$ cat src/rtl/rr_mux_arbiter_pkg.sv
// Shared definitions for the round-robin arbiter feeding the mux21 datapath.
package rr_mux_arbiter_pkg;

    // Default sizing: the data width matches the 8-bit adder datapath.
    localparam int DEFAULT_WIDTH = 8;
    localparam int DEFAULT_CNT_W = 8;

    // mux21 select encoding.
    localparam logic SEL_IN1 = 1'b0;
    localparam logic SEL_IN2 = 1'b1;

    // Last-grant pointer. Its encoding matches the select of the channel last
    // served, so resetting to LAST2 hands the first contended grant to channel 1.
    typedef enum logic {
        LAST1 = 1'b0,
        LAST2 = 1'b1
    } last_e;

endpackage

$ cat src/rtl/rr_mux_arbiter_mux21.sv
// Single-bit 2:1 multiplexor. select=0 passes input1 and select=1 passes input2.
module mux21 (
    input  logic input1,
    input  logic input2,
    input  logic select,
    output logic out
);

    assign out = select ? input2 : input1;

endmodule

$ cat src/rtl/rr_mux_arbiter.sv
// Round-robin arbiter for two valid/ready producers. It drives the mux21 select,
// registers the chosen word into a one-entry output buffer, and counts the
// transfers accepted from each channel.
module rr_mux_arbiter
    import rr_mux_arbiter_pkg::*;
#(
    parameter int WIDTH = DEFAULT_WIDTH,
    parameter int CNT_W = DEFAULT_CNT_W
) (
    input  logic             clk,
    input  logic             reset,
    input  logic             valid1,
    input  logic [WIDTH-1:0] input1,
    output logic             ready1,
    input  logic             valid2,
    input  logic [WIDTH-1:0] input2,
    output logic             ready2,
    output logic             select,
    output logic             out_valid,
    output logic [WIDTH-1:0] out,
    input  logic             out_ready,
    output logic [CNT_W-1:0] count1,
    output logic [CNT_W-1:0] count2
);

    logic             accept;
    logic             grant_sel;
    logic             xfer1;
    logic             xfer2;
    logic [WIDTH-1:0] mux_out;

    logic             sel_q,       sel_d;
    last_e            last_q,      last_d;
    logic             out_valid_q, out_valid_d;
    logic [WIDTH-1:0] out_q,       out_d;
    logic [CNT_W-1:0] count1_q,    count1_d;
    logic [CNT_W-1:0] count2_q,    count2_d;

    // Datapath: one mux21 per data bit, all steered by the current grant.
    for (genvar i = 0; i < WIDTH; i++) begin : g_bit
        mux21 u_mux21 (
            .input1 (input1[i]),
            .input2 (input2[i]),
            .select (grant_sel),
            .out    (mux_out[i])
        );
    end

    // Grant: a lone requester wins, contention goes to the channel not served
    // last, and with no requester the previous select is held.
    // NOTE: assigning every always_comb output a default first means no path
    // leaves it unassigned, so no latch is inferred.
    always_comb begin
        grant_sel = sel_q;
        if (valid1 && valid2) begin
            grant_sel = (last_q == LAST1) ? SEL_IN2 : SEL_IN1;
        end else if (valid1) begin
            grant_sel = SEL_IN1;
        end else if (valid2) begin
            grant_sel = SEL_IN2;
        end
    end

    // The buffer takes a word when it is empty or draining in this same cycle.
    // The handshake is blocked during reset so nothing is counted on that edge.
    assign accept = !out_valid_q || out_ready;
    assign ready1 = !reset && accept && valid1 && (grant_sel == SEL_IN1);
    assign ready2 = !reset && accept && valid2 && (grant_sel == SEL_IN2);
    assign xfer1  = valid1 && ready1;
    assign xfer2  = valid2 && ready2;

    // Next state: refill on a transfer, drain when the consumer takes the word
    // without a refill, and otherwise hold the buffer.
    always_comb begin
        sel_d       = grant_sel;
        last_d      = last_q;
        out_valid_d = out_valid_q;
        out_d       = out_q;
        count1_d    = count1_q;
        count2_d    = count2_q;
        if (xfer1 || xfer2) begin
            out_d       = mux_out;
            out_valid_d = 1'b1;
            last_d      = xfer2 ? LAST2 : LAST1;
        end else if (out_valid_q && out_ready) begin
            out_valid_d = 1'b0;
        end
        if (xfer1) begin
            count1_d = count1_q + CNT_W'(1);
        end
        if (xfer2) begin
            count2_d = count2_q + CNT_W'(1);
        end
    end

    // State registers. Reset is synchronous and discards any buffered word.
    // NOTE: non-blocking assignments make every register sample the values
    // from before the edge, whatever order the statements appear in.
    always_ff @(posedge clk) begin
        if (reset) begin
            sel_q       <= SEL_IN1;
            last_q      <= LAST2;
            out_valid_q <= 1'b0;
            out_q       <= '0;
            count1_q    <= '0;
            count2_q    <= '0;
        end else begin
            sel_q       <= sel_d;
            last_q      <= last_d;
            out_valid_q <= out_valid_d;
            out_q       <= out_d;
            count1_q    <= count1_d;
            count2_q    <= count2_d;
        end
    end

    assign select    = grant_sel;
    assign out_valid = out_valid_q;
    assign out       = out_q;
    assign count1    = count1_q;
    assign count2    = count2_q;

endmodule

$ cat config.mk
export PLATFORM = sky130hd
export DESIGN_NAME = rr_mux_arbiter
export DESIGN_NICKNAME = d
export VERILOG_FILES = /design/src/rtl/rr_mux_arbiter_pkg.sv /design/src/rtl/rr_mux_arbiter_mux21.sv /design/src/rtl/rr_mux_arbiter.sv
export SDC_FILE = /design/constraint.sdc
export NUM_CORES = 1
export LEC_CHECK = 0
export BUFFER_PORTS_ARGS = -buffer_cell sky130_fd_sc_hd__buf_2
export CORE_MARGIN = 10
export CORE_UTILIZATION = 47
export DETAILED_ROUTE_END_ITERATION = 7
export PLACE_DENSITY = 0.74
export RECOVER_POWER = 50
export REMOVE_ABC_BUFFERS = 1
export SLEW_MARGIN = 15
export SYNTH_ARGS = -nofsm -noshare
export SYNTH_HDL_FRONTEND = slang
export SYNTH_SLANG_ARGS = --single-unit
$ cat constraint.sdc
create_clock -name clk -period 2.2 [get_ports clk]
set_clock_uncertainty 0.2 [all_clocks]
set_input_delay 0 -clock clk [delete_from_list [all_inputs] [get_ports clk]]
set_output_delay 0 -clock clk [all_outputs]
set_load 0.02 [all_outputs]
* Word-level counts from Yosys, hierarchy flattened
Index checks and enable logic that the tools add are counted.
** Operators by class
- Add/sub/neg operators :: 2
- Reduce and logical (&&, ||, !) cells :: 14
- Muxes and demuxes :: 15
- Bitwise gates (word level) :: 1
** Operators with widths (number)
- $add A8 B1 Y8 const B :: 2
- $mux W1 :: 15
- $logic_and A1 B1 Y1 :: 9
- $logic_not A1 Y1 :: 2
- $logic_or A1 B1 Y1 :: 2
- $reduce_bool A2 Y1 :: 1
- $not A1 Y1 :: 1
** Word-level totals
- Input bits :: 21
- Logic and storage cells :: 38
- Output and inout bits :: 28
- Register bits :: 27

* Depth between registers and ports, before layout
Gate-level depths: netlist of run 1.
- Depth in word-level cells :: 8
- Gate-level depth with buffers :: 6
- Depth with buffers taken out :: 5

* By module
Synthesis of run 1 repeated with hierarchy kept, for this count alone.
** Unflattened totals
- Cell total of the unflattened synthesis :: 134
- Area total of the unflattened synthesis :: 1308.8 um^2
** By module, submodules not included
- rr_mux_arbiter :: times used 1, area each 1188.6 um^2, cells each 126
- mux21 :: times used 8, area each 15.0 um^2, cells each 1

* Worst setup path after synthesis of run 1
Ideal clock, no wire load.
- Kind :: reg-to-reg
- From :: reg count1_q[0] (netlist: count1[0])
- To :: reg count1_q[6] (netlist: count1[6])
- Cell stages (with the launch flop) :: 6
- Path slack :: 372 ps
- Path buffers :: 0
- Library setup time :: 70 ps
- Required time :: 1930 ps
- Arrival time :: 1557 ps
- Cell sequence :: dfxtp_1 ha_1 nand2_1 or4_4 or3_1 a21oi_1
** Between the ends
- Cells in the longest elaborated chain, start to end :: 1
** Ends and longest elaborated chain
- start, declared :: line rr_mux_arbiter.sv:36 : logic [CNT_W-1:0] count1_q, count1_d;
- start signal, assigned :: line rr_mux_arbiter.sv:112 : count1_q <= count1_d;
- $add A8 B1 Y8 :: line rr_mux_arbiter.sv:89 : count1_d = count1_q + CNT_W'(1);
Every way passes these cells.
A chain may end at the register's enable or synchronous reset.

* Worst setup path after layout of run 1
- From :: reg out_valid_q (netlist: out_valid)
- To :: out ready1
** Between the ends
- Cells in the longest elaborated chain, start to end :: 5
** Ends and longest elaborated chain
- start, declared :: line rr_mux_arbiter.sv:34 : logic out_valid_q, out_valid_d;
- start signal, assigned :: line rr_mux_arbiter.sv:110 : out_valid_q <= out_valid_d;
- $logic_not A1 Y1 :: line rr_mux_arbiter.sv:66 : assign accept = !out_valid_q || out_ready;
- $logic_or A1 B1 Y1 :: line rr_mux_arbiter.sv:66
- $logic_and A1 B1 Y1 (3 in a row) :: line rr_mux_arbiter.sv:67 : assign ready1 = !reset && accept && valid1 && (grant_sel == SEL_IN1);
- end, declared :: line rr_mux_arbiter.sv:14 : output logic ready1,
Every way passes these cells.

==> results of run 1 <==
## repair_timing
item | 4_1_cts | 5_1_grt
resized for setup | 0 | 2
hold endpoints to repair | 25 | 0
setup endpoints to repair | 0 | 9
setup buffers | 0 | 0
hold buffers | 20 | 0
## flip-flops by register name, summed over array words and instances (netlist names)
register and flops:
sel_q 1, out 8, count1 8, count2 8, last_q 1, out_valid 1
## area by class of cell
class / instances / area (um2)
Fill cell: 208 / 782
Multi-Input combinational cell: 107 / 683
Sequential cell: 27 / 541
Clock buffer: 4 / 26.3
Tap cell: 30 / 37.5
Inverter: 1 / 3.75
Timing Repair Buffer: 70 / 424
Antenna cell: 1 / 2.50
## placed cells by master (no fill, tap or decap), types with 2 or more instances in the layout
| cell | n |
|---|---|
| clkbuf_4 | 3 |
| nand2b_1 | 4 |
| nor2b_1 | 3 |
| mux2_2 | 2 |
| a21oi_1 | 3 |
| nor4_1 | 3 |
| nand4b_1 | 2 |
| nor2_1 | 23 |
| xnor2_1 | 7 |
| dfxtp_1 | 27 |
| buf_4 | 2 |
| dlygate4sd3_1 | 20 |
| clkbuf_1 | 26 |
| nand3_1 | 10 |
| mux2i_1 | 3 |
| ha_1 | 2 |
| o21ai_0 | 4 |
| a311oi_1 | 8 |
| nand2_1 | 16 |
| buf_2 | 23 |
| or3_1 | 2 |
| nor4b_1 | 3 |
## where the power goes
group / leakage, nW / internal [mW] / switching (mW)
registers: 0.220 / 0.510 / 0.0141
clock network: 0.0150 / 0.0711 / 0.142
logic: 0.444 / 0.0805 / 0.109
total: 0.679 / 0.662 / 0.265
## cells by family (layout without fill, tap and decap cells)
group,after synthesis,in the layout
simple gates,76,76
flops,27,27
compound gates,16,16
xor+xnor,8,8
buf+inv,8,75
mux,5,5
fa+ha+maj,2,2
other cells,0,1
## metrics by stage
| step | worst slack [ns] | utilization (%) | cells | hold WS [ns] | instance area, um2 |
|---|---|---|---|---|---|
| floorplan | 0.248 | - | 135 | -0.152 | 1220 |
| global placement | 0.274 | 60.5 | 215 | 0.0653 | 1510 |
| detailed placement | 0.120 | 60.5 | 215 | 0.0691 | 1510 |
| CTS | 0.0900 | 69.5 | 239 | 0.265 | 1740 |
| global route | 0.168 | 68.6 | 239 | 0.267 | 1720 |
| finish | 0.265 | 68.7 | 240 | 0.264 | 1720 |
## final timing paths
kind	end	slack [ns]	cells after the start
setup / recovery	ready1	0.27	3
hold / removal	out[6]	0.26	4
setup reg to reg	count1[6]	0.32	4
hold reg to reg	count2[6]	0.30	1
## routing by layer
| metal | vias up | track usage, % |
|---|---|---|
| met2 | 60 | 21.1 |
| li1 | 639 | - |
| met1 | 577 | 14.9 |
| met4 | 0 | 6.24 |
| met3 | 11 | 7.16 |
| met5 | - | 0 |
## critical path, stage by stage (launching register included)
cell and delay [ns]:
dfxtp_1 0.34, nor2b_2 0.24, nor4b_2 0.56, buf_2 0.27
==> results.json, run 1 <==
{
  "drcViolationCount": 0,
  "hold_class": "in2reg",
  "synth.cell_area_mm2": 0.00125,
  "synth-edff-count": 0,
  "grt_use_total_pct": 13.5,
  "cp_data_required_time_ns": 2.00,
  "netlist_top_cells_count": "dfxtp_1, nor2_1, nand2_1",
  "synth_top_cell_area_share_pct": 43.2,
  "synthCells": 142,
  "clk_path_buf_depth": 2,
  "cts_num_sinks": 27,
  "layout-drive-gt1-share_pct": 16.7,
  "tightestPinTransition_ns": 0.582,
  "synth_most_common_cell": "dfxtp_1",
  "worstPathArrival_ns": 1.73,
  "synth-simple-area-share_pct": 33.1,
  "leakage_nw": 0.679,
  "wl_met3_um": 405,
  "grt_antenna_before_repair": 0,
  "grt_pass1_vias": 1251,
  "root_buffer": "clkbuf_4",
  "wl_met2_mm": 1.63,
  "postRouteAntennaNets": 0,
  "cts.htree.levels": 1,
  "start_util_pct": 50.1,
  "path_clk_slew_ns": 0.14,
  "clk_latency_ns": 0.33,
  "setup_viol": 0,
  "slew_headroom_pct": 61.0,
  "p_total_mw": 0.927,
  "cap_violations": 0,
  "critPathCaptureType": "primary output",
  "gp_congestion": 0.736,
  "final.setup.tns_ns": 0,
  "synth_top_family_by_area": "simple AND/OR/NAND/NOR gates",
  "status": "finished, final reports clean",
  "crit_start": "out_valid",
  "avgSynthCellArea_um2": 8.81,
  "ys_ff_latch": 27,
  "synthFlopType": "dfxtp_1",
  "ir_drop_uv": 484,
  "place_hpwl_mm": 2.37,
  "synth_cell_types": 32,
  "cts_made_buffers": 3,
  "yosysWarnings": 0,
  "drt-met1-wl_mm": 1.40,
  "period_needed_ns": 1.93,
  "async_reset_ff_share_pct": 0,
  "synthToLayoutAreaGrowth_pct": 37.3,
  "grt_max_degree": 28,
  "die_area_mm2": 0.00513,
  "slew_viol_final": 0,
  "critPathMaxFanout": 12,
  "io_pins": 49,
  "rsz0062_at_grt": "no",
  "cts_tree": "yes",
  "power_density_mw_per_mm2": 540,
  "grt_overflow": 0,
  "dr.pass1.iters": 5,
  "std_cell_rows": 18,
  "fmax_ghz": 0.517,
  "timing.rr.start": "out_valid",
  "die_w_um": 71.6,
  "synth_xor_area_share_pct": 5.60,
  "synth_fa_ha_area_share_pct": 2.00,
  "wl_mm": 3.53,
  "top_layer_used": "met4",
  "hp-start": "input2[6]",
  "netlist.top_cell.by_area": "dfxtp_1",
  "grt_pass1_wl_mm": 5.80,
  "synth-compound-area-share_pct": 9.00,
  "io_buffers": 48,
  "core_area_mm2": 0.00250,
  "wl_per_cell_um": 14.7,
  "vias_per_cell": 5.36,
  "final_hold_viol_count": 0,
  "layout.nets": 233,
  "chipHeight_um": 71.6,
  "synth-seq-area-share_pct": 43.2,
  "cp-start-kind": "flop",
  "finalCritPeriodShare_pct": 87.9,
  "via_count": 1287,
  "drtIter0Drc": 55,
  "yosys-top-cells-area": "dfxtp_1, nor2_1, a311oi_1, xnor2_1, nand2_1",
  "setup.worst_path.class": "reg2out",
  "muxShareOfSynthArea_pct": 4.20
}
Power figures use the tool's default switching activity.
==> run 2: changes to the inputs <==
Settings changed: REMOVE_ABC_BUFFERS 1 to unset.
==> results.json, run 2 (synthesized netlist as in run 1, its figures left out) <==
{
  "start_util_pct": 50.1,
  "vias_per_cell": 5.33,
  "n_antenna_cell": 0,
  "ir_drop_uv": 405,
  "layout-drive-gt1-share_pct": 17.2,
  "power_density_mw_per_mm2": 543,
  "critPathCaptureType": "primary output",
  "critPathMaxFanout": 22,
  "layout.nets": 233,
  "drtIter0Drc": 85,
  "fmax_ghz": 0.500,
  "synthToLayoutAreaGrowth_pct": 36.5,
  "cts.htree.levels": 1,
  "status": "finished, final reports clean",
  "period_needed_ns": 2.00,
  "die_area_mm2": 0.00513,
  "grt_antenna_before_repair": 0,
  "wl_per_cell_um": 14.7,
  "setup.worst_path.class": "in2out",
  "fin_ws_ns": 0.199,
  "io_pins": 49,
  "post_cts_buffers": 0,
  "fin_util_pct": 68.3,
  "grt_overflow": 0,
  "drcViolationCount": 0,
  "final_hold_viol_count": 0,
  "placed_cells": 215,
  "worstPathArrival_ns": 1.80,
  "setup_viol": 0,
  "grt_use_total_pct": 13.3,
  "final.setup.tns_ns": 0,
  "tightestPinTransition_ns": 0.623,
  "hold_class": "in2reg",
  "dr.pass1.iters": 4,
  "holdWs_ns": 0.266,
  "clk_path_buf_depth": 2,
  "nFillCells": 209,
  "p_total_mw": 0.927,
  "rsz0062_at_grt": "no",
  "finalCritPeriodShare_pct": 91.0,
  "slew_headroom_pct": 58.4,
  "root_buffer": "clkbuf_4",
  "place_hpwl_mm": 2.37,
  "io_buffers": 48,
  "leakage_nw": 0.677,
  "slew_viol_final": 0,
  "path_clk_slew_ns": 0.15,
  "cp_data_required_time_ns": 2.00,
  "final_cell_area_mm2": 0.00171,
  "cts_num_sinks": 27,
  "place_ws_ns": 0.153,
  "core_area_mm2": 0.00250,
  "cp-start-kind": "primary input",
  "wl_mm": 3.51,
  "postRouteAntennaNets": 0,
  "std_cell_rows": 18,
  "grt_max_degree": 23,
  "final_cells": 239,
  "place_area_mm2": 0.00151,
  "grt_pass1_wl_mm": 5.69,
  "final_cell_mix": "dfxtp_1, clkbuf_1, nor2_1, buf_2, dlygate4sd3_1",
  "syn_nets": 165,
  "die_w_um": 71.6,
  "clk_latency_ns": 0.33,
  "gp_congestion": 0.762,
  "via_count": 1273,
  "cap_violations": 0,
  "grt_pass1_vias": 1276,
  "chipHeight_um": 71.6,
  "cts_tree": "yes",
  "final_common_cell": "dfxtp_1",
  "cts_made_buffers": 3
}
[run 2: cell count changes in the layout (fill, tap and decap cells not counted)]
cell | before | now
nor4b_2 | 1 | 2
nor4b_4 | 1 | 0
clkinv_2 | 0 | 1
diode_2 | 1 | 0
clkbuf_1 | 26 | 25
[run 2: final timing paths]
| kind | startpoint | end | slack (ns) | cells past startpoint |
|---|---|---|---|---|
| worst min-delay path | input2[6] | out[6] | 0.27 | 4 |
| worst max register to register | out_valid | count1[6] | 0.37 | 4 |
| worst min register to register | out[1] | out[1] | 0.31 | 2 |
| worst max-delay path | reset | ready2 | 0.20 | 5 |
[run 2: final cells by class]
class	instances	area [um2]	area share (%)
Multi-Input combinational cell	107	674	39.5
Sequential cell	27	541	31.6
Timing Repair Buffer	70	424	24.8
Tap cell	30	37.5	2.20
Clock buffer	3	22.5	1.32
Clock inverter	1	5.00	0.293
Inverter	1	3.75	0.220
[run 2: what timing repair did]
item,CTS,global route
gates resized for setup,0,2
endpoints found under the hold margin,26,0
setup endpoints to repair,0,9
hold buffers,20,0
[run 2: per-layer routing]
layer | track usage [%] | wire length (um) | vias up
met3 | 5.51 | 301 | 11
met1 | 14.0 | 1420 | 584
met5 | 0 | 0 | -
met2 | 23.1 | 1710 | 38
met4 | 4.95 | 67 | 0
li1 | - | - | 640
[run 2: power by group]
group	switching (mW)	leakage (nW)	internal, mW
registers	0.0138	0.220	0.510
clock network	0.148	0.0177	0.0684
logic	0.107	0.439	0.0795
total	0.269	0.677	0.658
[run 2: critical path, stage by stage]
cell	delay (ns)
dlygate4sd3_1	0.53
buf_2	0.25
buf_4	0.25
nor4b_2	0.51
buf_2	0.26
